<file path="src/rtl/reg_file_mp.sv">
// reg_file_mp: parametrised multi-port register file with byte-strobed
// dual write ports and a busy scoreboard. Optional macro: RF_BYPASS_EN.
module reg_file_mp #(
   parameter int DATA_WIDTH = 32,
   parameter int ADDR_WIDTH = 5,
   parameter int NUM_RD     = 2
) (
   input  logic                         clk,
   input  logic                         rst_n,
   input  logic                         wen0,
   input  logic [ADDR_WIDTH-1:0]        waddr0,
   input  logic [DATA_WIDTH/8-1:0]      wstrb0,
   input  logic [DATA_WIDTH-1:0]        wdata0,
   input  logic                         wen1,
   input  logic [ADDR_WIDTH-1:0]        waddr1,
   input  logic [DATA_WIDTH/8-1:0]      wstrb1,
   input  logic [DATA_WIDTH-1:0]        wdata1,
   input  logic [NUM_RD*ADDR_WIDTH-1:0] raddr,
   output logic [NUM_RD*DATA_WIDTH-1:0] rdata,
   output logic [NUM_RD-1:0]            rbusy,
   input  logic                         bset,
   input  logic [ADDR_WIDTH-1:0]        bset_addr
);

   localparam int DEPTH = 2**ADDR_WIDTH;
   localparam int NB    = DATA_WIDTH/8;

   logic [DATA_WIDTH-1:0] mem [DEPTH];
   logic [DEPTH-1:0]      busy;
   logic [DEPTH-1:0]      busy_nxt;

   // old contents overlaid by port 0 bytes, then port 1 bytes
   function automatic logic [DATA_WIDTH-1:0] merge(
      input logic [ADDR_WIDTH-1:0] a,
      input logic [DATA_WIDTH-1:0] old
   );
      logic [DATA_WIDTH-1:0] v;
      v = old;
      if (a != '0) begin
         for (int b = 0; b < NB; b++) begin
            if (wen0 && waddr0 == a && wstrb0[b])
               v[b*8 +: 8] = wdata0[b*8 +: 8];
         end
         for (int b = 0; b < NB; b++) begin
            if (wen1 && waddr1 == a && wstrb1[b])
               v[b*8 +: 8] = wdata1[b*8 +: 8];
         end
      end
      return v;
   endfunction

   // storage update: strobed byte writes, register 0 pinned to zero
   always_ff @(posedge clk or negedge rst_n) begin
      if (!rst_n) begin
         for (int i = 0; i < DEPTH; i++) mem[i] <= '0;
      end else begin
         mem[0] <= '0;
         for (int i = 1; i < DEPTH; i++)
            mem[i] <= merge(ADDR_WIDTH'(i), mem[i]);
      end
   end

   // scoreboard next state: writes retire, a new producer set wins
   always_comb begin
      busy_nxt = busy;
      if (wen0) busy_nxt[waddr0] = 1'b0;
      if (wen1) busy_nxt[waddr1] = 1'b0;
      if (bset) busy_nxt[bset_addr] = 1'b1;
      busy_nxt[0] = 1'b0;
   end

   // scoreboard register
   always_ff @(posedge clk or negedge rst_n) begin
      if (!rst_n) busy <= '0;
      else        busy <= busy_nxt;
   end

   // combinational read ports
   always_comb begin
      rdata = '0;
      rbusy = '0;
      for (int k = 0; k < NUM_RD; k++) begin
         logic [ADDR_WIDTH-1:0] a;
         a = raddr[k*ADDR_WIDTH +: ADDR_WIDTH];
`ifdef RF_BYPASS_EN
         rdata[k*DATA_WIDTH +: DATA_WIDTH] =
            (a == '0) ? '0 : merge(a, mem[a]);
         if ((wen0 && waddr0 == a) || (wen1 && waddr1 == a))
            rbusy[k] = bset && bset_addr == a && a != '0;
         else
            rbusy[k] = busy[a];
`else
         rdata[k*DATA_WIDTH +: DATA_WIDTH] =
            (a == '0) ? '0 : mem[a];
         rbusy[k] = busy[a];
`endif
      end
   end

endmodule

</file>
<file path="config.mk">
export PLATFORM = sky130hd
export DESIGN_NAME = reg_file_mp
export DESIGN_NICKNAME = d
export VERILOG_FILES = /design/src/rtl/reg_file_mp.sv
export SDC_FILE = /design/constraint.sdc
export NUM_CORES = 2
export LEC_CHECK = 0
export ABC_AREA = 1
export CAP_MARGIN = 30
export CORE_ASPECT_RATIO = 1.1
export CORE_UTILIZATION = 45
export DETAILED_ROUTE_END_ITERATION = 10
export GPL_ROUTABILITY_DRIVEN = 0
export PLACE_DENSITY = 0.59
export SLEW_MARGIN = 30
export SYNTH_ARGS = -nofsm -noshare
export SYNTH_HDL_FRONTEND = slang
export SYNTH_SLANG_ARGS = --single-unit
</file>
<file path="constraint.sdc">
create_clock -name clk -period 3.4 [get_ports clk]
set_input_delay 0.34 -clock clk [delete_from_list [all_inputs] [get_ports clk]]
set_output_delay 0.34 -clock clk [all_outputs]
set_load 0.01 [all_outputs]
</file>
==> flow_metrics.py <==
metrics = {
    "detailed_routing": {
        "drtIter0Drc": 13610,
        "drtAntennaViolNets": 0,
        "detail_route.wirelength_um": 360800,
        "drt_pass1_iterations": 11,
        "routed_length_per_placed_instance_um": 27.90,
        "detail_route.vias_per_cell": 6.309,
        "vias": 81590,
        "post-route-drc-count": 16,
    },
    "floorplan": {
        "placeable_core_area_mm2": 0.1503,
        "floorplan.initialDensity_pct": 45.49,
        "die_x_um": 373.6,
        "floorplan.die_area_mm2": 0.1535,
        "core.rowCount": 149,
        "top_ports": 168,
        "fp.dieH_um": 410.8,
    },
    "clock_tree": {
        "postCtsSetupRepairBufs": 0,
        "numClockSinks": 1023,
        "holdBufCountCts": 1,
        "cts_repair_resize_count": 0,
        "clock_tree.buffer_depth": 3,
        "clock_latency_reported_for_the_late_side_of_the_worst_skew_pair_ns": 0.77,
        "register_clock_pin_slew_on_the_reported_worst_setup_and_hold_paths_ns": 0.06,
        "clk_root_buffer_cell": "clkbuf_16",
        "h-tree-depth": 3,
        "cts-buffers-inserted": 119,
        "cts_tree": "built",
    },
    "power": {
        "total_leakage_power_nw": 37.05,
        "post-layout-total-power_mw": 42.34,
        "power_density_mw_per_mm2": 544.2,
        "peakVddDrop_mv": 0.4262,
    },
    "hold_path": {
        "holdCritPathClass": "primary input to asynchronous set/reset pin",
    },
    "yosys": {
        "syn_nets": 10970,
        "synth_cell_type_count": 23,
        "number_of_enable_flip_flop_cells_after_synthesis": 0,
        "syn_area_per_cell_um2": 6.290,
        "synth-seq-area-share_pct": 37.45,
        "syn-instance-count": 10870,
        "proportion_of_synthesized_flip_flops_having_asynchronous_set_or_reset_pct": 100.0,
        "leading_register_cell_type_out_of_synthesis": "dfrtp_1",
        "netlist_area_mm2": 0.06835,
        "postSynthRegisterBits": 1023,
        "yosysWarnings": 0,
    },
    "finish": {
        "final_common_cell": "nand2_1",
        "layout.cells.most_common_list": "nand2_1, nand3_1, dfrtp_1, inv_1, o21ai_0",
        "final_layout_size_suffix_gt1_share_pct": 6.225,
        "finish.instance_area_mm2": 0.07780,
        "fin_util_pct": 51.78,
        "area_growth_pct": 13.83,
        "layout.filler_cells": 15080,
        "final_cells": 12930,
        "finalNetCount": 10960,
    },
    "critical_path": {
        "critical_path_required_ns": 3.06,
        "r2r.worst_path.cells": 2,
        "end_kind": "primary output",
        "crit_path_category": "primary input to primary output",
        "regToRegSetupSlack_ns": 2.55,
        "worst-endpoint-arrival_ns": 2.82,
        "startpoint_of_the_most_critical_setup_path": "raddr[1]",
        "maximum_fanout_along_the_worst_path": 65,
        "crit_path_start_kind": "primary input",
        "r2r-start": "mem[598]",
    },
    "timing": {
        "finalClockSkew_ns": 0,
        "rsz_0062_raised_after_global_routing": "no",
        "totalNegativeSetupSlack_ns": 0,
        "final.min_clock_period_ns": 3.163,
        "timing.fmax_mhz": 316.1,
        "setup_viol_count_final": 0,
        "timing.final.crit_share_pct": 93.04,
        "slew_viol_final": 0,
        "worst-slew-pin-transition_ns": 1.222,
        "post-route-worst-setup-slack_ns": 0.2366,
        "maxSlewHeadroom_pct": 18.22,
        "fin_worst_hold_slack_ns": 0.1695,
        "final-hold-violation-count": 0,
    },
    "placed_design": {
        "dpl.hpwl_um": 236500,
        "io_buffer_count": 167,
        "post_dp_cell_area_mm2": 0.07372,
        "place_worst_setup_slack_ns": 0.1020,
        "numPlacedInstances": 12700,
    },
    "run_status": {
        "outcome": "finished with violations",
        "failing_checks": "DRC",
    },
    "flow_run": {
        "max_cap_violations": 0,
    },
    "grt": {
        "grt_antenna_before_repair": 25,
        "grt_max_degree": 96,
        "grt_pass1_vias": 74540,
        "grt_usage_pct": 45.65,
        "wire_length_of_the_first_global_routing_pass_um": 518500,
        "grt_remaining_overflow": 0,
    },
}
sequential cells by signal, indices dropped and copies added (netlist names):
register and count:
mem 992, busy 31
metal layers:
metal  track usage (%)  vias up  share of wire, %
li1                  -    35320                 -
met2             64.69     6509                41
met5           0.09279        -             0.090
met4             32.07       32               8.3
met3             15.40     1585                15
met1             58.21    38140                36
final timing paths:
check                            end
max reg2reg                 mem[598]
min                         mem[139]
max in group asynchronous   mem[549]
max                        rdata[31]
min in group clk            mem[173]
min reg2reg                  mem[84]
logic make-up (layout without fill, tap and decap cells):
kind of cell / Yosys count / count (layout) / synth area share (%)
DFF: 1023 / 1023 / 37.45
other: 0 / 14 / 0
AOI/OAI and AO/OA: 1559 / 1559 / 13.33
and+or+nand+nor: 6698 / 6698 / 40.40
buffers and inverters: 1586 / 1675 / 8.818
cell usage after synthesis, types with 21 or more instances:
cell type / number / area share, %
a21oi_1: 360 / 2.6
buf_1: 110 / 0.60
buf_2: 50 / 0.37
clkbuf_1: 527 / 2.9
dfrtp_1: 1023 / 37
inv_1: 864 / 4.7
nand2_1: 4280 / 24
nand3_1: 1815 / 13
nor2_1: 531 / 2.9
nor2_2: 31 / 0.28
o211ai_1: 513 / 5.6
o21ai_0: 660 / 4.8
o22ai_1: 21 / 0.19
worst max-delay path, cell delays in order:
cell,delay (ns)
buf_8,0.25
buf_12,0.39
nor2_1,0.22
a21oi_1,0.18
nand3_1,0.10
nand3_1,0.16
nand3_1,0.22
nand2_1,0.27
clkdlybuf4s50_1,0.58
power breakdown:
group	internal, mW	leakage, nW	switching, mW	total (mW)
clock network	7.91	1.99	5.86	13.8
registers	15.2	12.5	2.01	17.2
logic	3.87	22.6	7.50	11.4
total	27.0	37.0	15.4	42.3
final cells by class:
class                      count  area, um2  share of cell area, %
multi-input combinational   8257      36750                  47.24
sequential                  1023      25600                  32.90
timing repair buffer         561       5520                  7.095
clock buffer                 180       3592                  4.617
inverter                     897       3405                  4.376
tap                         1963       2456                  3.157
clock inverter                37      439.2                 0.5645
antenna                       14      35.03                0.04503
(Power assumes the default switching activity.)
